### src/rtl/multicycle_control.sv
// Multicycle ARM-subset control unit: main FSM, datapath-control decode,
// condition evaluation and the NZCV flags register.
module multicycle_control (
  input  logic         clk,
  input  logic         reset,
  input  logic [31:12] Instr,
  input  logic [3:0]   ALUFlags,
  output logic         PCWrite,
  output logic         AdrSrc,
  output logic         MemWrite,
  output logic         IRWrite,
  output logic         RegWrite,
  output logic         ALUSrcA,
  output logic [1:0]   ALUSrcB,
  output logic [1:0]   ResultSrc,
  output logic [1:0]   ImmSrc,
  output logic [1:0]   RegSrc,
  output logic [1:0]   ALUControl,
  output logic [3:0]   State
);

  localparam logic [3:0] FETCH  = 4'd0;
  localparam logic [3:0] DECODE = 4'd1;
  localparam logic [3:0] MEMADR = 4'd2;
  localparam logic [3:0] MEMRD  = 4'd3;
  localparam logic [3:0] MEMWB  = 4'd4;
  localparam logic [3:0] MEMWR  = 4'd5;
  localparam logic [3:0] EXECR  = 4'd6;
  localparam logic [3:0] EXECI  = 4'd7;
  localparam logic [3:0] ALUWB  = 4'd8;
  localparam logic [3:0] BRANCH = 4'd9;

  logic [3:0] state_r, next_state_s, cur_s;
  logic [3:0] flags_r;
  logic       condexr_r, condex_s;
  logic [3:0] cond_s, cmd_s, rd_s;
  logic [1:0] op_s;
  logic [5:0] funct_s;
  logic [1:0] dp_alu_s;
  logic       dp_valid_s, dp_cmp_s, dp_arith_s, flag_upd_s;

  assign cond_s  = Instr[31:28];
  assign op_s    = Instr[27:26];
  assign funct_s = Instr[25:20];
  assign rd_s    = Instr[15:12];
  assign cmd_s   = funct_s[4:1];

  // ARM condition-code table over {N,Z,C,V}; 1111 never executes
  function automatic logic cond_eval(input logic [3:0] cond, input logic [3:0] f);
    logic n, z, c, v;
    {n, z, c, v} = f;
    case (cond)
      4'b0000: cond_eval = z;
      4'b0001: cond_eval = ~z;
      4'b0010: cond_eval = c;
      4'b0011: cond_eval = ~c;
      4'b0100: cond_eval = n;
      4'b0101: cond_eval = ~n;
      4'b0110: cond_eval = v;
      4'b0111: cond_eval = ~v;
      4'b1000: cond_eval = c & ~z;
      4'b1001: cond_eval = ~c | z;
      4'b1010: cond_eval = (n == v);
      4'b1011: cond_eval = (n != v);
      4'b1100: cond_eval = ~z & (n == v);
      4'b1101: cond_eval = z | (n != v);
      4'b1110: cond_eval = 1'b1;
      default: cond_eval = 1'b0;
    endcase
  endfunction

  assign condex_s = cond_eval(cond_s, flags_r);

  // Data-processing command decode
  always_comb begin
    dp_alu_s   = 2'b00;
    dp_valid_s = 1'b1;
    dp_cmp_s   = 1'b0;
    dp_arith_s = 1'b0;
    case (cmd_s)
      4'b0100: dp_arith_s = 1'b1;
      4'b0010: begin dp_alu_s = 2'b01; dp_arith_s = 1'b1; end
      4'b1010: begin dp_alu_s = 2'b01; dp_arith_s = 1'b1; dp_cmp_s = 1'b1; end
      4'b0000: dp_alu_s = 2'b10;
      4'b1100: dp_alu_s = 2'b11;
      default: dp_valid_s = 1'b0;
    endcase
  end

  // Next-state logic
  always_comb begin
    next_state_s = FETCH;
    case (state_r)
      FETCH:  next_state_s = DECODE;
      DECODE: begin
        case (op_s)
          2'b00:   next_state_s = funct_s[5] ? EXECI : EXECR;
          2'b01:   next_state_s = MEMADR;
          2'b10:   next_state_s = BRANCH;
          default: next_state_s = FETCH;
        endcase
      end
      MEMADR: next_state_s = funct_s[0] ? MEMRD : MEMWR;
      MEMRD:  next_state_s = MEMWB;
      EXECR:  next_state_s = ALUWB;
      EXECI:  next_state_s = ALUWB;
      default: next_state_s = FETCH;
    endcase
  end

  // State register
  always_ff @(posedge clk) begin
    if (reset) state_r <= FETCH;
    else       state_r <= next_state_s;
  end

  // Condition outcome captured once per instruction at the end of DECODE
  always_ff @(posedge clk) begin
    if (reset)                  condexr_r <= 1'b0;
    else if (state_r == DECODE) condexr_r <= condex_s;
    else                        condexr_r <= condexr_r;
  end

  assign flag_upd_s = ((state_r == EXECR) || (state_r == EXECI)) && funct_s[0] && condexr_r;

  // Flags register; logical ops keep C and V
  always_ff @(posedge clk) begin
    if (reset) begin
      flags_r <= 4'b0000;
    end else if (flag_upd_s) begin
      flags_r[3:2] <= ALUFlags[3:2];
      flags_r[1:0] <= dp_arith_s ? ALUFlags[1:0] : flags_r[1:0];
    end else begin
      flags_r <= flags_r;
    end
  end

  // Reset forces the FETCH decode so no stale write strobe escapes
  assign cur_s  = reset ? FETCH : state_r;
  assign State  = cur_s;
  assign ImmSrc = op_s;
  assign RegSrc = {(op_s == 2'b01), (op_s == 2'b10)};

  // Per-state output decode
  always_comb begin
    PCWrite    = 1'b0;
    AdrSrc     = 1'b0;
    MemWrite   = 1'b0;
    IRWrite    = 1'b0;
    RegWrite   = 1'b0;
    ALUSrcA    = 1'b0;
    ALUSrcB    = 2'b00;
    ResultSrc  = 2'b00;
    ALUControl = 2'b00;
    case (cur_s)
      FETCH: begin
        IRWrite = 1'b1; ALUSrcA = 1'b1; ALUSrcB = 2'b10;
        ResultSrc = 2'b10; PCWrite = 1'b1;
      end
      DECODE: begin
        ALUSrcA = 1'b1; ALUSrcB = 2'b10; ResultSrc = 2'b10;
      end
      MEMADR: begin
        ALUSrcB = 2'b01;
        ALUControl = funct_s[3] ? 2'b00 : 2'b01;
      end
      MEMRD: AdrSrc = 1'b1;
      MEMWR: begin
        AdrSrc = 1'b1; MemWrite = condexr_r;
      end
      MEMWB: begin
        ResultSrc = 2'b01; RegWrite = condexr_r;
        PCWrite = condexr_r && (rd_s == 4'b1111);
      end
      EXECR: ALUControl = dp_alu_s;
      EXECI: begin
        ALUSrcB = 2'b01; ALUControl = dp_alu_s;
      end
      ALUWB: begin
        ALUControl = dp_alu_s;
        RegWrite = condexr_r & dp_valid_s & ~dp_cmp_s;
        PCWrite = condexr_r && (rd_s == 4'b1111);
      end
      BRANCH: begin
        ALUSrcB = 2'b01; ResultSrc = 2'b10; PCWrite = condexr_r;
      end
      default: PCWrite = 1'b0;
    endcase
  end

endmodule
### config.mk
export PLATFORM = sky130hd
export DESIGN_NAME = multicycle_control
export DESIGN_NICKNAME = d
export VERILOG_FILES = /design/src/rtl/multicycle_control.sv
export SDC_FILE = /design/constraint.sdc
export NUM_CORES = 1
export LEC_CHECK = 0
export BUFFER_PORTS_ARGS = -buffer_cell sky130_fd_sc_hd__buf_2
export CAP_MARGIN = 20
export CORE_MARGIN = 5
export CORE_UTILIZATION = 45
export CTS_CLUSTER_DIAMETER = 120
export DETAILED_ROUTE_END_ITERATION = 12
export GPL_TIMING_DRIVEN = 0
export PLACE_DENSITY = 0.88
export SYNTH_ARGS = -nofsm -noshare
export SYNTH_HDL_FRONTEND = slang
export SYNTH_SLANG_ARGS = --single-unit
### constraint.sdc
create_clock -name clk -period 2.08 [get_ports clk]
set_input_delay 0.416 -clock clk [delete_from_list [all_inputs] [get_ports clk]]
set_output_delay 0.416 -clock clk [all_outputs]
set_load 0.05 [all_outputs]
==> insert_results.sql <==
INSERT INTO impl_metrics (metric_group, metric, value, unit) VALUES
('run_status', 'outcome', 'finished with violations', ''),
('run_status', 'violations', 'negative setup slack', ''),
('timing', 'fmax', '476', 'MHz'),
('timing', 'fin_ws', '-0.0212', 'ns'),
('global_route', 'overflow', '0', ''),
('hold_path', 'hold_path.startpoint', 'ALUFlags[3]', ''),
('timing', 'worst_clock_skew', '0.00767', 'ns'),
('worst_setup_path', 'critPathMaxFanout', '10', ''),
('clocking', 'ctsHtreeMaxLevel', '1', ''),
('worst_setup_path', 'startpoint', 'state_r[0]', ''),
('yosys', 'synth-warning-count', '0', ''),
('timing', 'timing.final.crit_period', '2.10', 'ns'),
('timing', 'final_min_period_over_clock_period', '1.01', ''),
('clocking', 'clock_sink_count', '9', ''),
('worst_setup_path', 'critPathLaunchType', 'register', ''),
('pwr', 'share_clk_of_total_power', '0.227', ''),
('yosys', 'post_synth_num_cell_types', '44', ''),
('cells_and_area', 'area.growth.synth_to_final', '65.0', '%'),
('worst_setup_path', 'path_cells', 'buf_6 > clkinvlp_4 > nor3_2 > a31oi_1 > nor2_1 > buf_6', ''),
('pwr', 'p_sw_frac', '0.425', ''),
('yosys', 'yosys.area.top_type', 'sky130_fd_sc_hd__dfxtp_1', ''),
('yosys', 'synth_seq_cells', '9', ''),
('worst_setup_path', 'worstPathRequired', '1.66', 'ns'),
('pwr', 'power_frac_seq', '0.296', ''),
('run', 'drv_cap', '0', ''),
('timing', 'grt_setup_unrepaired', 'true', ''),
('hold_path', 'min_path_type', 'input pin to register', ''),
('floorplan', 'ios', '46', ''),
('worst_setup_path', 'r2r_setup_slack', '0.33', 'ns'),
('clocking', 'clk_latency', '0.27', 'ns'),
('timing', 'worst_pin_slew', '0.581', 'ns'),
('timing', 'fin_max_slew_vios', '0', ''),
('yosys', 'syn_area_per_cell', '7.41', 'µm²'),
('cells_and_area', 'numnets_final', '206', ''),
('cells_and_area', 'fraction_of_layout_instances_using_a_drive_strength_above_1', '0.503', ''),
('routing', 'drt-total-wl', '3580', 'µm'),
('pwr', 'portion_of_total_power_attributed_to_combinational_logic', '0.478', ''),
('cells_and_area', 'layout.cells.most_common_list', '34 x sky130_fd_sc_hd__buf_2, 12 x sky130_fd_sc_hd__buf_4, 10 x sky130_fd_sc_hd__nor2_1', ''),
('yosys', 'synthesis.instances', '126', ''),
('clocking', 'cts.reportedPaths.clkPinSlew', '0.06', 'ns'),
('yosys', 'async_reset_ff_frac', '0', ''),
('yosys', 'syn-num-nets', '152', ''),
('routing', 'post-route-drc-count', '0', ''),
('global_route', 'largest_net_degree_at_the_start_of_global_routing', '11', ''),
('floorplan', 'rows', '16', ''),
('floorplan', 'die_w', '55.5', 'µm'),
('pwr', 'static-leakage-power', '0.620', 'nW'),
('timing', 'finalSetupViolations', '2', ''),
('yosys', 'synth.top_cell.area_share', '0.193', ''),
('clocking', 'tritoncts_clock_tree', 'built', ''),
('clocking', 'cts_root_buf', 'sky130_fd_sc_hd__clkbuf_4', ''),
('pwr', 'p_int', '364', 'µW'),
('worst_setup_path', 'path_common_cell', 'sky130_fd_sc_hd__buf_6', ''),
('cells_and_area', 'non_filler_instance_count_after_layout', '206', ''),
('worst_setup_path', 'start_to_end_type_of_the_worst_setup_path', 'register to output port', ''),
('yosys', 'yosys_most_used_dff', 'sky130_fd_sc_hd__dfxtp_1', ''),
('routing', 'post_drt_via_cell_ratio', '6.05', ''),
('pwr', 'total_switching_power', '268', 'µW'),
('global_route', 'first_global_vias', '1175', ''),
('clocking', 'tritoncts.num_buffers', '3', ''),
('floorplan', 'coreArea', '1960', 'µm²'),
('cells_and_area', 'antenna_cells', '0', ''),
('global_route', 'wire_length_of_the_first_global_routing_pass', '5550', 'µm'),
('worst_setup_path', 'critPathSlowestCell', 'sky130_fd_sc_hd__dfxtp_1', ''),
('floorplan', 'fp.dieH', '55.5', 'µm'),
('worst_setup_path', 'crit_path_end_kind', 'output port', ''),
('pwr', 'irDropWorstVdd', '322', 'µV'),
('timing', 'worst_slew_margin_rel', '0.613', ''),
('cells_and_area', 'final_common_cell', 'sky130_fd_sc_hd__buf_2', ''),
('worst_setup_path', 'path_buf_inv', '3', ''),
('routing', 'drt_first_pass_iters', '4', '');
-- power by group through the flow --
stage	Combinational, mW	Clock [mW]	Sequential [mW]
finish	0.302	0.143	0.187
global route	0.317	0.155	0.188
CTS	0.280	0.140	0.185
detailed placement	0.262	0	0.187
global placement	0.254	0	0.187
floorplan	0.196	0	0.186
-- routing by layer --
layer	wire (µm)	GRT usage	vias up
li1	-	-	566
met1	1360	0.248	593
met2	1800	0.407	72
met3	306	0.0653	16
met4	109	0.0417	0
met5	0	0	-
-- cells in the mapped netlist (5+ instances only) --
master and count:
sky130_fd_sc_hd__mux2i_1 5, sky130_fd_sc_hd__inv_1 7, sky130_fd_sc_hd__nor2b_1 10, sky130_fd_sc_hd__clkbuf_1 5
sky130_fd_sc_hd__nand2b_1 5, sky130_fd_sc_hd__nor2_1 11, sky130_fd_sc_hd__dfxtp_1 9, sky130_fd_sc_hd__nor3_1 5
sky130_fd_sc_hd__a21oi_1 6
-- stage by stage --
step	power (mW)	instance area, µm²	TNS (ns)	hold WS [ns]
2_1_floorplan	0.382	1100	-0.158	0.504
3_3_place_gp	0.441	1330	-0.114	0.534
3_5_place_dp	0.449	1330	-0.148	0.552
4_1_cts	0.605	1490	-0.0561	0.388
5_1_grt	0.660	1540	-0.309	0.412
6_report	0.632	1540	-0.0380	0.388
-- sequential cells by signal, indices dropped and copies added (netlist names) --
register / flops
state_r: 4
flags_r: 4
condexr_r: 1
-- worst min-delay path, delay by kind of cell --
kind / cells / cell delay, ns
buffers and inverters: 1 / 0.07
muxes: 1 / 0.05
and+or+nand+nor: 1 / 0.08
-- final cells by class --
| type | count | area, µm² | area share |
|---|---|---|---|
| buffer | 11 | 83.8 | 0.0544 |
| sequential | 9 | 185 | 0.120 |
| multi-input combinational | 99 | 870 | 0.565 |
| tap | 27 | 33.8 | 0.0219 |
| inverter | 7 | 30.0 | 0.0195 |
| timing repair buffer | 49 | 312 | 0.202 |
| clock buffer | 4 | 26.3 | 0.0171 |
-- final timing paths --
kind	endpoint	cells after the start
worst max-delay path	ALUSrcB[0]	6
worst min register to register	flags_r[1]	2
worst min-delay path	flags_r[3]	3
worst max register to register	condexr_r	5
-- cells by family after synthesis --
logic type / Yosys count / synth area share
buf+inv: 18 / 0.0885
flops: 9 / 0.193
mux: 5 / 0.0536
xor+xnor: 6 / 0.0563
simple gates: 60 / 0.379
compound gates: 28 / 0.229
-- what timing repair did --
action	CTS	global route
hold endpoints to repair	0	0
setup endpoints to repair	4	7
gates resized for setup	16	15
buffers inserted	8	2
pin swaps	5	4
cloned	0	0
Note: power is estimated with default switching activity, not from simulation.
